`config.mk`:
```
export PLATFORM = sky130hd
export DESIGN_NAME = sec32_encoder_pipe
export DESIGN_NICKNAME = d
export VERILOG_FILES = /design/src/rtl/sec32_encoder_pipe.sv
export SDC_FILE = /design/constraint.sdc
export NUM_CORES = 1
export LEC_CHECK = 0
export BUFFER_PORTS_ARGS = -buffer_cell sky130_fd_sc_hd__buf_2
export CAP_MARGIN = 20
export CORE_MARGIN = 5
export CORE_UTILIZATION = 51
export CTS_BUF_LIST = sky130_fd_sc_hd__clkbuf_16
export CTS_CLUSTER_DIAMETER = 150
export DETAILED_ROUTE_END_ITERATION = 12
export PLACE_DENSITY = 0.83
export SYNTH_ARGS = -nofsm -noshare
export SYNTH_HDL_FRONTEND = slang
export SYNTH_SLANG_ARGS = --single-unit
```
`constraint.sdc`:
```
create_clock -name Gclk -period 1.5 [get_ports Gclk]
set_input_delay 0.075 -clock Gclk [delete_from_list [all_inputs] [get_ports Gclk]]
set_output_delay 0.075 -clock Gclk [all_outputs]
set_load 0.01 [all_outputs]
```
`src/rtl/sec32_encoder_pipe.sv`:
```
// Two-stage pipelined SEC check-bit generator for 32-bit words, with
// single-bit error injection for exercising the corrector and a delivered-word counter.
module sec32_encoder_pipe #(
    parameter int CNT_W = 16
) (
    input  logic             Gclk,
    input  logic             Grst_n,
    input  logic             Gin_valid,
    output logic             Gin_ready,
    input  logic [31:0]      Gin_data,
    input  logic             Ginj_req,
    input  logic [5:0]       Ginj_idx,
    output logic             Gout_valid,
    input  logic             Gout_ready,
    output logic [31:0]      Gout_data,
    output logic [7:0]       Gout_chk,
    output logic             Gout_inj,
    output logic [CNT_W-1:0] Gword_cnt
);

    logic        s1_v;
    logic [31:0] s1_data;
    logic [7:0]  s1_f;
    logic [7:0]  s1_xe;
    logic        s1_inj;
    logic [5:0]  s1_idx;

    logic        s2_v;
    logic [31:0] s2_data;
    logic [7:0]  s2_chk;
    logic        s2_inj;

    logic        armed;
    logic [5:0]  arm_idx;

    logic        s1_adv;
    logic        in_fire;
    logic        out_fire;
    logic        idx_ok;
    logic        eff_armed;
    logic [5:0]  eff_idx;

    logic [7:0]  f_in;
    logic [7:0]  xe_in;
    logic [7:0]  g;
    logic [7:0]  chk_clean;
    logic [31:0] data_mask;
    logic [7:0]  chk_mask;

    assign s1_adv     = !s2_v || Gout_ready;
    assign Gin_ready  = !s1_v || s1_adv;
    assign in_fire    = Gin_valid && Gin_ready;
    assign out_fire   = s2_v && Gout_ready;
    assign Gout_valid = s2_v;
    assign Gout_data  = s2_data;
    assign Gout_chk   = s2_chk;
    assign Gout_inj   = s2_inj;

    // A request in the same cycle as an accepted word takes effect on that word.
    assign idx_ok    = (Ginj_idx < 6'd40);
    assign eff_armed = Ginj_req ? idx_ok : armed;
    assign eff_idx   = Ginj_req ? Ginj_idx : arm_idx;

    always_comb begin
        f_in  = '0;
        xe_in = '0;
        for (int j = 0; j < 8; j++) begin
            f_in[j] = Gin_data[4*j] ^ Gin_data[4*j+1] ^ Gin_data[4*j+2] ^ Gin_data[4*j+3];
        end
        for (int k = 0; k < 4; k++) begin
            xe_in[k] = Gin_data[k] ^ Gin_data[k+4] ^ Gin_data[k+8] ^ Gin_data[k+12];
        end
        for (int k = 4; k < 8; k++) begin
            xe_in[k] = Gin_data[k+12] ^ Gin_data[k+16] ^ Gin_data[k+20] ^ Gin_data[k+24];
        end
    end

    // Check bits come from the clean data; the flip is applied afterwards.
    always_comb begin
        g[0] = s1_f[0] ^ s1_f[1];
        g[1] = s1_f[2] ^ s1_f[3];
        g[2] = s1_f[0] ^ s1_f[2];
        g[3] = s1_f[1] ^ s1_f[3];
        g[4] = s1_f[4] ^ s1_f[5];
        g[5] = s1_f[6] ^ s1_f[7];
        g[6] = s1_f[4] ^ s1_f[6];
        g[7] = s1_f[5] ^ s1_f[7];
        chk_clean = {s1_xe[7:4] ^ g[3:0], s1_xe[3:0] ^ g[7:4]};
        data_mask = '0;
        chk_mask  = '0;
        if (s1_inj && !s1_idx[5]) begin
            data_mask = 32'h1 << s1_idx[4:0];
        end
        if (s1_inj && s1_idx[5]) begin
            chk_mask = 8'h1 << s1_idx[2:0];
        end
    end

    always_ff @(posedge Gclk or negedge Grst_n) begin
        if (!Grst_n) begin
            armed   <= 1'b0;
            arm_idx <= '0;
        end else if (in_fire) begin
            armed   <= 1'b0;
        end else if (Ginj_req) begin
            armed   <= idx_ok;
            arm_idx <= Ginj_idx;
        end
    end

    always_ff @(posedge Gclk or negedge Grst_n) begin
        if (!Grst_n) begin
            s1_v    <= 1'b0;
            s1_data <= '0;
            s1_f    <= '0;
            s1_xe   <= '0;
            s1_inj  <= 1'b0;
            s1_idx  <= '0;
        end else if (in_fire) begin
            s1_v    <= 1'b1;
            s1_data <= Gin_data;
            s1_f    <= f_in;
            s1_xe   <= xe_in;
            s1_inj  <= eff_armed;
            s1_idx  <= eff_idx;
        end else if (s1_adv) begin
            s1_v    <= 1'b0;
        end
    end

    always_ff @(posedge Gclk or negedge Grst_n) begin
        if (!Grst_n) begin
            s2_v    <= 1'b0;
            s2_data <= '0;
            s2_chk  <= '0;
            s2_inj  <= 1'b0;
        end else if (s1_adv) begin
            s2_v <= s1_v;
            if (s1_v) begin
                s2_data <= s1_data ^ data_mask;
                s2_chk  <= chk_clean ^ chk_mask;
                s2_inj  <= s1_inj;
            end
        end
    end

    always_ff @(posedge Gclk or negedge Grst_n) begin
        if (!Grst_n) begin
            Gword_cnt <= '0;
        end else if (out_fire) begin
            Gword_cnt <= Gword_cnt + CNT_W'(1);
        end
    end

endmodule

```
Word-level counts from Yosys, hierarchy flattened
Cells that the tools add are included.
- register bits: 121
- latch bits: 0
- memory bits (writable): 0
- bits in read-only memories: 0
- input port bits: 43
- logic and storage cells: 95
- memories: 0
- add/sub/neg operators: 1
- $mul: 0
- divide/modulo/power cells: 0
- $lt $le $gt $ge: 1
- eq/ne operators: 0
- shift operators: 2
- muxes and demuxes: 7
- bitwise gates (word level): 60
- reduce and logical (&&, ||, !) cells: 11
- operators with widths (operator ; number):
    bitwise XOR 1 bit ; 56
    2-to-1 mux 32 bit ; 1
    left shift 1 x 5 -> 32 bit, first input constant ; 1
    bitwise XOR 32 bit ; 1
    adder 16 x 1 -> 16 bit, second input constant ; 1
    2-to-1 mux 8 bit ; 1
    left shift 1 x 3 -> 8 bit, first input constant ; 1
    bitwise XOR 4 bit ; 2
    bitwise XOR 8 bit ; 1
    less-than comparator 6 bit, second input constant ; 1
    2-to-1 mux 6 bit ; 1
    logical AND 1 bit ; 4
    2-to-1 mux 1 bit ; 4
    zero test 1 bit ; 3
    logical OR 1 bit ; 2
    AND reduction 2 bit ; 1
    nonzero test 2 bit ; 1

Depth between registers and ports, before layout
Gate-level depths: netlist of the first run.
- depth in word-level cells: 5
- gate-level depth with buffers: 6

Worst setup path after synthesis of the first run
OpenSTA, ideal clock, no wires.
- kind: register to register
- start point: reg s2_v, in the netlist Gout_valid
- end point: reg arm_idx[0]
- library setup time: 128 ps
- arrival time: 1345 ps
- required time: 1372 ps
- path slack: 28 ps
- cell stages (with the launch flop): 6
- period minus slack after synthesis: 1472 ps
- cells stage by stage: dfrtp_1 > nand3b_2 > nand2_2 > and2_1 > buf_2 > mux2_1
- word-level cells in the longest chain between the ends: 4
- ends and longest elaborated chain (item ; RTL line ; RTL):
    from (decl) ; 28 ; logic s2_v;
    from (signal assigned) ; 138 ; s2_v <= s1_v;
    zero test 1 bit ; 50 ; assign s1_adv = !s2_v || Gout_ready;
    logical OR 1 bit ; 50 ;
    logical OR 1 bit ; 51 ; assign Gin_ready = !s1_v || s1_adv;
    via Gin_ready ; 9 ; output logic Gin_ready,
    logical AND 1 bit ; 52 ; assign in_fire = Gin_valid && Gin_ready;
    to (signal assigned) ; 107 ; arm_idx <= Ginj_idx;
    to (decl) ; 34 ; logic [5:0] arm_idx;
The timed path passes the listed nets, and every way through them passes these cells.
A chain may end at the register's enable or synchronous reset.

Worst setup path in the final report of the first run
- start point: reg s1_idx[5]
- end point: reg s2_data[30], in the netlist Gout_data[30]
- word-level cells in the longest chain between the ends: 4
- ends and longest elaborated chain (item ; RTL line ; RTL):
    from (decl) ; 26 ; logic [5:0] s1_idx;
    from (signal assigned) ; 125 ; s1_idx <= eff_idx;
    zero test 1 bit ; 91 ; if (s1_inj && !s1_idx[5]) begin
    logical AND 1 bit ; 91 ;
    2-to-1 mux 32 bit ; 91 ;
    bitwise XOR 32 bit ; 140 ; s2_data <= s1_data ^ data_mask;
    to (signal assigned) ; 140 ;
    to (decl) ; 29 ; logic [31:0] s2_data;
No other way between the ends.

==> metrics, run 1 <==
Synth top cells by count dfrtp_1, xnor2_1, nand2_1; synth unique cells 38; DRC viols 0; fraction of registers with async set/reset 100%; Vias 4987; Root Driver clkbuf_16; final critical-path setup slack -127 ps; remaining antenna violation count after routing 0; leakage power total around 0.0035 µW; row cnt 38; CP Buf/Inv Count 1; Die Y 117 µm; Avg WL per Cell 21.9 µm; Max Clock Skew 10.8 ps; Post-synth EDFFs 0; largest net degree at the start of global routing 48; maxcap violations 0; RSZ-0062 raised after global routing true; I/O pin cnt ~100; die area 13600 µm²; Setup WS pre-CTS -168 ps; final worst-path cycle share 108%; via count of the first global-routing pass 5157; Yosys top cell by area dfrtp_1; fin. max-slew vios 0; crit-path max FO 11; kind of critical path flop to flop; pwr/cell area 1490 nW/µm²; Hold Startpoint Gout_ready; Mapped Area between 5000 and 6000 µm²; Critical Path AT 1950 ps; R2R Path Start s1_idx[5]$_DFFE_PN0P_; post-layout util between 70% and 80%; crit-path cells buf_6 > nand4b_1 > nor2_1 > xnor2_1 > o21ai_1; post-DP HPWL 9.92 mm; port buffer count 101; count of TritonRoute iterations in the first routing pass 5; Most used DFF post-synth dfrtp_1; Nets 750; ranking of synthesized cells by area dfrtp_1, xnor2_1, mux2_1, nand2_1, o21ai_1; Worst Path Required 1820 ps; FMAX 614 MHz; failing checks setup timing; Hold Vio Cnt, Final 0; insertion delay to the later sink of the worst-skew pair about 430 ps; CTS Buffer Depth 2; post-synth top area share a little over half; synth warn 0; syn nets 574; result of the run finished, violations left; routed vias/inst between 5 and 6; core area 11000 µm²; Rel. slew slack 66.3%; Num CTS Buffers 17; Overflow after GRT 0; #FFs+latches synth 121; Die Width 117 µm; share of layout cells above drive strength 1 28.6%; gpl congestion about 0.85; slowest stage cell, crit path dfrtp_1; gr usage total 26.6%; DRT iter0 DRCs 566; CTS tree built; Hold Crit Class input pin to flop; post-layout min period 1630 ps; Crit. End Element flop; final WL 18.8 mm; Critical Path Max Stage Delay between 400 and 500 ps; Initial Utilization 52.7%; initial antenna violation count 0; # setup viols final 13; most frequent cell after synthesis dfrtp_1; Peak VDD IR 0.851 mV; Crit path max-delay family simple AND/OR/NAND/NOR gates; Worst Max-Slew Pin Slew between 500 and 600 ps; total power 11800 µW; clock transition at the registers of the reported paths 60 ps; Worst setup startpoint s1_idx[5]$_DFFE_PN0P_; CTS sink count 121; CP Launch Type flop; first-pass GRT wire length 27.0 mm; syn_area_per_cell 10.9 µm²; register area share after synthesis 52.3%; # diodes 0; Gate Count Post-Synth 530; H-tree levels 4; Area Overhead vs Synth 36.1%
placed cells by master (no fill, tap or decap), types with 4 or more instances in the layout:
cell type,netlist,final
nand2_1,88,86
dlygate4sd3_1,0,40
xnor2_1,91,86
clkinv_2,0,7
mux2i_1,6,6
dfrtp_2,0,4
inv_1,3,6
xor2_1,28,28
dfrtp_1,121,117
clkbuf_16,0,17
o21ai_1,54,57
o21ai_0,10,7
nand3_1,9,5
buf_4,1,31
buf_12,0,4
mux2_1,39,39
nor2_1,19,16
buf_2,10,100
xnor2_2,0,5
nor2_2,4,7
worst min-delay path, stage by stage:
cell     delay (ps)
buf_2           140
nand2_1         110
xnor2_1          90
flip-flops by register name (all words and copies together), names as in the netlist, 6 cells and up:
signal,count
Gout_data,32
s1_data,32
Gword_cnt,16
Gout_chk,8
s1_f,8
s1_xe,8
arm_idx,6
s1_idx,6
repair_timing:
item | CTS | global route
buffers inserted | 1 | 14
gates resized for setup | 7 | 31
endpoints found under the hold margin | 99 | 0
hold buffers | 40 | 0
endpoints found under the setup margin | 11 | 78
gates cloned | 2 | 0
pin swaps | 2 | 15
path summary, 6_finish.rpt:
| path | to | slack (ps) | cells after the start |
|---|---|---|---|
| worst max register to register | Gout_data[30]$_DFFE_PN0P_ | -130 | 5 |
| worst max-delay path | Gout_data[30]$_DFFE_PN0P_ | -130 | 5 |
| min in group asynchronous | Gout_data[29]$_DFFE_PN0P_ | 170 | 2 |
| max in group asynchronous | Gout_data[10]$_DFFE_PN0P_ | 700 | 3 |
| worst min-delay path | Gword_cnt[0]$_DFFE_PN0P_ | 30 | 3 |
| worst min register to register | Gout_chk[4]$_DFFE_PN0P_ | 480 | 2 |
area by class of cell:
| type | count | area [µm²] |
|---|---|---|
| clock buffer | 17 | 425 |
| clock inverter | 14 | 118 |
| fill | 635 | 3110 |
| inverter | 3 | 11.3 |
| multi-input combinational | 383 | 2800 |
| sequential | 121 | 3030 |
| tap | 140 | 175 |
| timing repair buffer | 180 | 1310 |
kinds of logic after synthesis:
logic type	count (synthesis)	synth area share (%)
buffers and inverters	26	1.97
AND/OR/NAND/NOR	151	12.9
multiplexers	46	8.82
XOR/XNOR	119	18.0
adder cells (fa/ha/maj)	1	0.216
flip-flops	121	52.3
AO/OA/AOI/OAI	66	5.75
stage by stage:
step	area [µm²]	TNS (ps)	hold WS, ps	std cells
after floorplan	5790	0	-221	530
after global placement	6590	-2.29	55.4	771
after detailed placement	6590	-496	70.1	771
after CTS	7650	-36.4	11.6	845
after global routing	7870	-2380	52.5	858
final	7870	-302	30.8	858
per-layer routing:
metal  up-vias  GRT usage [%]  share of wire, %
met5         -              0                 0
met4         0           17.0               7.1
met3       121           6.63               8.7
met2       357           43.8                48
met1      2400           31.0                36
li1       2109              -                 -
report_power, final:
part | internal (µW) | total [µW] | switching, µW
sequential | 3960 | 4590 | 637
combinational | 1540 | 3300 | 1760
clock | 2380 | 3860 | 1480
total | 7870 | 11800 | 3880
Power figures use the tool's default switching activity.
==> run 2: changes to the inputs <==
ABC_AREA = 1   (was default)
PLACE_DENSITY = 0.82   (was 0.83)
==> run 2 against run 1 <==
  * The flow now finishes without violations
  * Flip-flop and latch count unchanged
  * Clock power up 20%
  * Utilization shrank 3.9 points
  * Global-route usage is 0.27 points higher
  * Final cell count is 34% higher
  * Combinational power shrank 3%
  * Power grew 5.5%
  * Sequential power shrank 0.9%
  * Via count grew 23%
==> metrics, run 2 <==
result of the run completed (was finished, violations left); via count of the first global-routing pass 6065 (was 5157); Peak VDD IR 1.23 mV (was 0.851 mV); initial antenna violation count 0 (unchanged); crit-path max FO 9 (was 11); gpl congestion 0.876 (was 0.850); # setup viols final 0 (was 13); #FFs+latches synth 121 (unchanged); largest family of logic cells by synthesized area simple AND/OR/NAND/NOR gates (was XOR/XNOR gates); R2R Setup Slk 7 ps (was -130 ps); row cnt 40 (was 38); register area share after synthesis 47.7% (was 52.3%); I/O pin cnt 102 (unchanged); Non-Filler Instances 1154 (was 858); insertion delay to the later sink of the worst-skew pair 420 ps (was 430 ps); DRT iter0 DRCs 551 (was 566); pwr/cell area 1510 nW/µm² (was 1490 nW/µm²); FMAX 670 MHz (was 614 MHz); mux share of post-synthesis cell area 0% (was 8.82%); Crit. End Element flop (unchanged); Mapped Area 6350 µm² (was 5790 µm²); final worst-path cycle share 99.5% (was 108%); fraction of registers with async set/reset 100% (unchanged); Hold Startpoint Ginj_idx[0] (was Gout_ready); post-synth top area share 47.7% (was 52.3%); Vias 6126 (was 4987); CTS Buffer Depth 2 (unchanged); Post-synth EDFFs 0 (unchanged); R2R Path Start s1_idx[3]$_DFFE_PN0P_ (was s1_idx[5]$_DFFE_PN0P_); post-DP HPWL 13.0 mm (was 9.92 mm); Synth top cells by count nand2_1, dfrtp_1, nand3_1 (was dfrtp_1, xnor2_1, nand2_1); Setup TNS 0 ps (was -302 ps); clock transition at the registers of the reported paths 60 ps (about the same); Simple-Gate Fraction of Synth Area 29.7% (was 12.9%); count of TritonRoute iterations in the first routing pass 5 (unchanged); share of layout cells above drive strength 1 21.2% (was 28.6%); Hold Crit Class input pin to flop (unchanged); Max Clock Skew 9.21 ps (was 10.8 ps); port buffer count 101 (unchanged); # fillers 953 (was 635); Worst Path Required 1860 ps (was 1820 ps); fin. max-slew vios 0 (unchanged); most frequent CP cell nand2_1; most frequent cells in the layout nand2_1, dfrtp_1, nand3_1, buf_2, inv_1 (was dfrtp_1, buf_2, nand2_1, xnor2_1, o21ai_1); Critical Path Max Stage Delay 480 ps (was 420 ps); Avg WL per Cell 16.4 µm (was 21.9 µm); placed cells 1086 (was 771); Yosys top cell by area dfrtp_1 (unchanged); commonest non-fill, non-tap cell in the layout nand2_1 (was dfrtp_1); Die Y 122 µm (was 117 µm); Synth Area in XOR/XNOR 7.17% (was 18.0%); # diodes 0 (unchanged); die area 14800 µm² (was 13600 µm²); remaining antenna violation count after routing 0 (unchanged); synth unique cells 28 (was 38); Initial Utilization 52.4% (was 52.7%); Root Driver clkbuf_16 (unchanged); final WL 18.9 mm (was 18.8 mm); core area 12100 µm² (was 11000 µm²); syn nets 861 (was 574); Most used DFF post-synth dfrtp_1 (unchanged); synth warn 0 (unchanged); ranking of synthesized cells by area dfrtp_1, nand2_1, nand3_1, o21ai_0, xor2_1 (was dfrtp_1, xnor2_1, mux2_1, nand2_1, o21ai_1); Num CTS Buffers 17 (unchanged); slowest stage cell, crit path dfrtp_1 (unchanged); Area Overhead vs Synth 29.2% (was 36.1%); Gate Count Post-Synth 817 (was 530); Worst setup startpoint s1_idx[3]$_DFFE_PN0P_ (was s1_idx[5]$_DFFE_PN0P_); CTS sink count 121 (unchanged); RSZ-0062 raised after global routing true (unchanged); Hold Vio Cnt, Final 0 (unchanged); DRC viols 0 (unchanged); Rel. slew slack 64.0% (was 66.3%); H-tree levels 4 (unchanged); Die Width 122 µm (was 117 µm); crit-path cells inv_2 > nor2_1 > nand2_1 > xor2_1 > nand2_1 > nand2_1 (was buf_6 > nand4b_1 > nor2_1 > xnor2_1 > o21ai_1); Overflow after GRT 0 (unchanged); Nets 1017 (was 750); Adder-Cell Fraction of Synth Area 0.197% (was 0.216%); routed vias/inst 5.31 (was 5.81); CP Launch Type flop (unchanged); total power 12400 µW (was 11800 µW); kind of critical path flop to flop (unchanged); post-synthesis compound-gate area fraction 7.13% (was 5.75%); maxcap violations 0 (unchanged); first-pass GRT wire length 30.8 mm (was 27.0 mm); most frequent cell after synthesis nand2_1 (was dfrtp_1); largest net degree at the start of global routing 40 (was 48); post-layout min period 1490 ps (was 1630 ps); gr usage total 26.9% (was 26.6%); Worst Max-Slew Pin Slew 540 ps (was 506 ps); leakage power total 0.00425 µW (was 0.00353 µW); CTS tree built (unchanged); Critical Path AT 1850 ps (was 1950 ps); syn_area_per_cell 7.77 µm² (was 10.9 µm²)
## run 2: cell count changes after synthesis, moves of 6 or more
cell     previous run  this run
mux2_1             39         0
o21ai_0            10        78
nand2_1            88       256
or2_2               0        16
nand3_1             9       106
nor2_1             19        41
xnor2_1            91         8
xor2_1             28        44
o21ai_1            54         0
mux2i_1             6         0
inv_1               3        89
## run 2: path summary, 6_finish.rpt
check,endpoint,cells past startpoint
setup / recovery,Gout_data[31]$_DFFE_PN0P_,6
setup reg to reg,Gout_data[31]$_DFFE_PN0P_,6
hold reg to reg,Gout_data[13]$_DFFE_PN0P_,2
min in group asynchronous,s1_data[20]$_DFFE_PN0P_,2
max in group asynchronous,Gout_data[30]$_DFFE_PN0P_,3
hold / removal,arm_idx[0]$_DFFE_PN0N_,5
## run 2: metal layers
layer	vias to the layer above	global-route usage (%)	routed length (µm)
li1	2885	-	-
met1	2893	34.4	7630
met2	298	44.8	9140
met3	50	5.20	1450
met4	0	11.3	650
met5	-	0	0
## run 2: critical path, delay by kind of cell (launching register included)
kind                   cells  cell delay, ps
AND/OR/NAND/NOR            4             580
flip-flops                 1             480
XOR/XNOR                   1             210
buffers and inverters      1             150
## run 2: final cells by class
class,count,area [µm²],area share [%]
Timing Repair Buffer,165,1130,13.8
Tap cell,168,210,2.56
Inverter,93,352,4.29
Clock buffer,17,425,5.19
Clock inverter,15,231,2.82
Sequential cell,121,3030,36.9
Multi-Input combinational cell,575,2830,34.4
## run 2: cells by family after synthesis
kind of cell / after synthesis
adders and majority gates: 1
buffers and inverters: 121
xor gates and xnor gates: 52
and+or+nand+nor: 436
DFF: 121
AOI/OAI and AO/OA: 86
## run 2: timing repair
action,CTS,global route
endpoints found under the hold margin,62,0
gates resized for setup,0,11
setup buffers,0,4
hold buffers,32,0
endpoints found under the setup margin,0,30
## run 2: report_power, final
group / switching, µW / internal, µW
registers: 553 / 4000
logic: 1960 / 1250
clock network: 1540 / 3090
## run 2: through the flow
stage	worst slack (ps)	utilization [%]	area [µm²]	hold WS, ps
final	6.94	67.7	8200	30.2
after global routing	-19.6	67.7	8200	20.9
after CTS	23.8	67.3	8150	16.7
after detailed placement	65.0	59.2	7180	78.2
after global placement	107	59.2	7180	82.2
after floorplan	190	-	6350	-221
==> run 3: changes to the inputs <==
CORE_UTILIZATION = 48   (was 51)
CTS_CLUSTER_SIZE = 12   (was default)
HOLD_SLACK_MARGIN = 0.05   (was default)
PLACE_DENSITY = 0.78   (was 0.82)
==> run 3 against run 2 <==
  * Die area increased by 5.7%
  * Sequential share of layout area rose by 0.28 points
  * Critical endpoint is now Gout_data[19]$_DFFE_PN0P_
  * Global-route usage is 4.1 points lower
  * Maximum frequency increased by 3.3%
  * Combinational power down 3%
  * Critical path depth unchanged
==> metrics, run 3 (synthesized netlist as in run 2, its figures left out) <==
result of the run completed (unchanged); CP Buf/Inv Count 1 (unchanged); Root Driver clkbuf_16 (unchanged); Die Width 125 µm (was 122 µm); final worst-path cycle share 96.4% (was 99.5%); core area 13100 µm² (was 12100 µm²); Initial Utilization 48.5% (was 52.4%); RSZ-0062 raised after global routing true (unchanged); CTS sink count 121 (unchanged); post-layout util 62.3% (was 67.7%); slowest stage cell, crit path dfrtp_2 (was dfrtp_1); DRT iter0 DRCs 359 (was 551); Rel. slew slack 66.2% (was 64.0%); die area 15600 µm² (was 14800 µm²); Peak VDD IR 0.806 mV (was 1.23 mV); most frequent cells in the layout nand2_1, dfrtp_1, nand3_1, buf_2, inv_1 (unchanged); initial antenna violation count 0 (unchanged); Non-Filler Instances 1156 (was 1154); reg2reg end Gout_data[19]$_DFFE_PN0P_ (was Gout_data[31]$_DFFE_PN0P_); Seq pwr share 38.5% (was 36.7%); switching power 3850 µW (was 4050 µW); Avg WL per Cell 15.0 µm (was 16.4 µm); remaining antenna violation count after routing 0 (unchanged); Num CTS Buffers 17 (unchanged); routed vias/inst 5.11 (was 5.31); maxcap violations 0 (unchanged); Worst Max-Slew Pin Slew 507 ps (was 540 ps); kind of critical path flop to flop (unchanged); Setup TNS 0 ps (unchanged); Overflow after GRT 0 (unchanged); fin. max-slew vios 0 (unchanged); Worst setup startpoint s1_idx[2]$_DFFE_PN0P_ (was s1_idx[3]$_DFFE_PN0P_); Hold Startpoint Ginj_idx[0] (unchanged); Worst Path Required 1800 ps (was 1860 ps); clock network power share 35.2% (was 37.3%); cells on worst reg2reg path 6 (unchanged); Area Overhead vs Synth 28.3% (was 29.2%); insertion delay to the later sink of the worst-skew pair 420 ps (about the same); R2R Path Start s1_idx[2]$_DFFE_PN0P_ (was s1_idx[3]$_DFFE_PN0P_); FMAX 692 MHz (was 670 MHz); placed cells 1087 (was 1086); WHS Path Cells 5 (unchanged); I/O pin cnt 102 (unchanged); Crit path max-delay family simple AND/OR/NAND/NOR gates (unchanged); Worst Hold Path EP arm_idx[0]$_DFFE_PN0N_ (unchanged); Hold Crit Class input pin to flop (unchanged); # setup viols final 0 (unchanged); Crit. End Element flop (unchanged); final WL 17.4 mm (was 18.9 mm); # fillers 1104 (was 953); crit-path max FO 9 (unchanged); Die Y 125 µm (was 122 µm); post-DP HPWL 12.1 mm (was 13.0 mm); Nets 1011 (was 1017); port buffer count 101 (unchanged); gpl congestion 0.937 (was 0.876); pwr/cell area 1450 nW/µm² (was 1510 nW/µm²); clock transition at the registers of the reported paths 60 ps (about the same); gr usage total 22.7% (was 26.9%); leakage power total 0.00421 µW (was 0.00425 µW); most frequent CP cell nand3_1 (was nand2_1); CTS Buffer Depth 2 (unchanged); Vias 5907 (was 6126); R2R Setup Slk 50 ps (was 7 ps); largest net degree at the start of global routing 93 (was 40); Hold Vio Cnt, Final 0 (unchanged); share of layout cells above drive strength 1 19.7% (was 21.2%); H-tree levels 4 (unchanged); Logic pwr share 26.3% (was 25.9%); row cnt 42 (was 40); count of TritonRoute iterations in the first routing pass 5 (unchanged); Critical Path AT 1750 ps (was 1850 ps); Critical Path Max Stage Delay 470 ps (was 480 ps); post-layout min period 1450 ps (was 1490 ps); CP Launch Type flop (unchanged); Register Area 3030 µm² (about the same); DRC viols 0 (unchanged); Pint 7940 µW (was 8350 µW); CTS tree built (unchanged); Multi-input gate area 2830 µm² (unchanged); commonest non-fill, non-tap cell in the layout nand2_1 (unchanged); # diodes 0 (unchanged); Sw Ratio 32.7% (about the same); via count of the first global-routing pass 5680 (was 6065); Max Clock Skew 6.60 ps (was 9.21 ps); first-pass GRT wire length 28.3 mm (was 30.8 mm); crit-path cells clkinvlp_4 > nand3_1 > nor2_2 > nand3_1 > nand3_1 > nand2_1 (was inv_2 > nor2_1 > nand2_1 > xor2_1 > nand2_1 > nand2_1)
-- run 3: area by class of cell --
cell class	count	share of cell area, %
multi-input cells	575	34.7
inverters	93	4.36
flip-flops and latches	121	37.2
repair buffers	159	13.8
well taps	176	2.70
clock buffers	17	5.22
clock inverters	15	2.04
-- run 3: tightest hold or removal path: stages --
cell and delay [ps]:
buf_2 80, nand2_1 40, o21ai_0 100, nand2_1 60
o21ai_0 80
-- run 3: power by group through the flow --
| stage | sequential (µW) | combinational (µW) | clock, µW |
|---|---|---|---|
| 2_1_floorplan | 4670 | 1640 | 0 |
| 3_3_place_gp | 4540 | 2930 | 0 |
| 3_5_place_dp | 4560 | 3010 | 0 |
| 4_1_cts | 4520 | 3100 | 4190 |
| 5_1_grt | 4640 | 3470 | 4370 |
| 6_report | 4540 | 3100 | 4150 |
-- run 3: routing by layer --
metal / global-route usage, % / vias to the layer above / wire length [µm]
met5: 0 / - / 0
met4: 9.06 / 0 / 476
met3: 6.14 / 39 / 1190
met2: 36.4 / 213 / 8240
met1: 29.5 / 2774 / 7470
li1: - / 2881 / -
-- run 3: how the worst max path moves through the flow --
stage                                     end  cells past startpoint  slack, ps
floorplan           Gword_cnt[10]$_DFFE_PN0P_                      7        190
global placement    Gout_data[19]$_DFFE_PN0P_                      6         40
detailed placement  Gout_data[19]$_DFFE_PN0P_                      6        -10
CTS                 Gout_data[27]$_DFFE_PN0P_                      6          2
global route        Gout_data[19]$_DFFE_PN0P_                      6        -30
finish              Gout_data[19]$_DFFE_PN0P_                      6         50
-- run 3: metrics by stage --
step	area, µm²	hold slack [ps]	setup WS [ps]	total power (µW)
global route	8150	79.5	-30.7	12500
CTS	8120	50.8	2.12	11800
global placement	7160	138	43.2	7460
floorplan	6350	-221	190	6320
detailed placement	7160	146	-9.77	7570
finish	8150	64.3	54.3	11800
-- run 3: timing repair --
| item | 4_1_cts | 5_1_grt |
|---|---|---|
| hold buffers | 37 | 0 |
| pin swaps | 0 | 0 |
| endpoints found under the hold margin | 163 | 0 |
| endpoints found under the setup margin | 1 | 26 |
| resized for setup | 1 | 10 |
| buffers inserted | 0 | 0 |
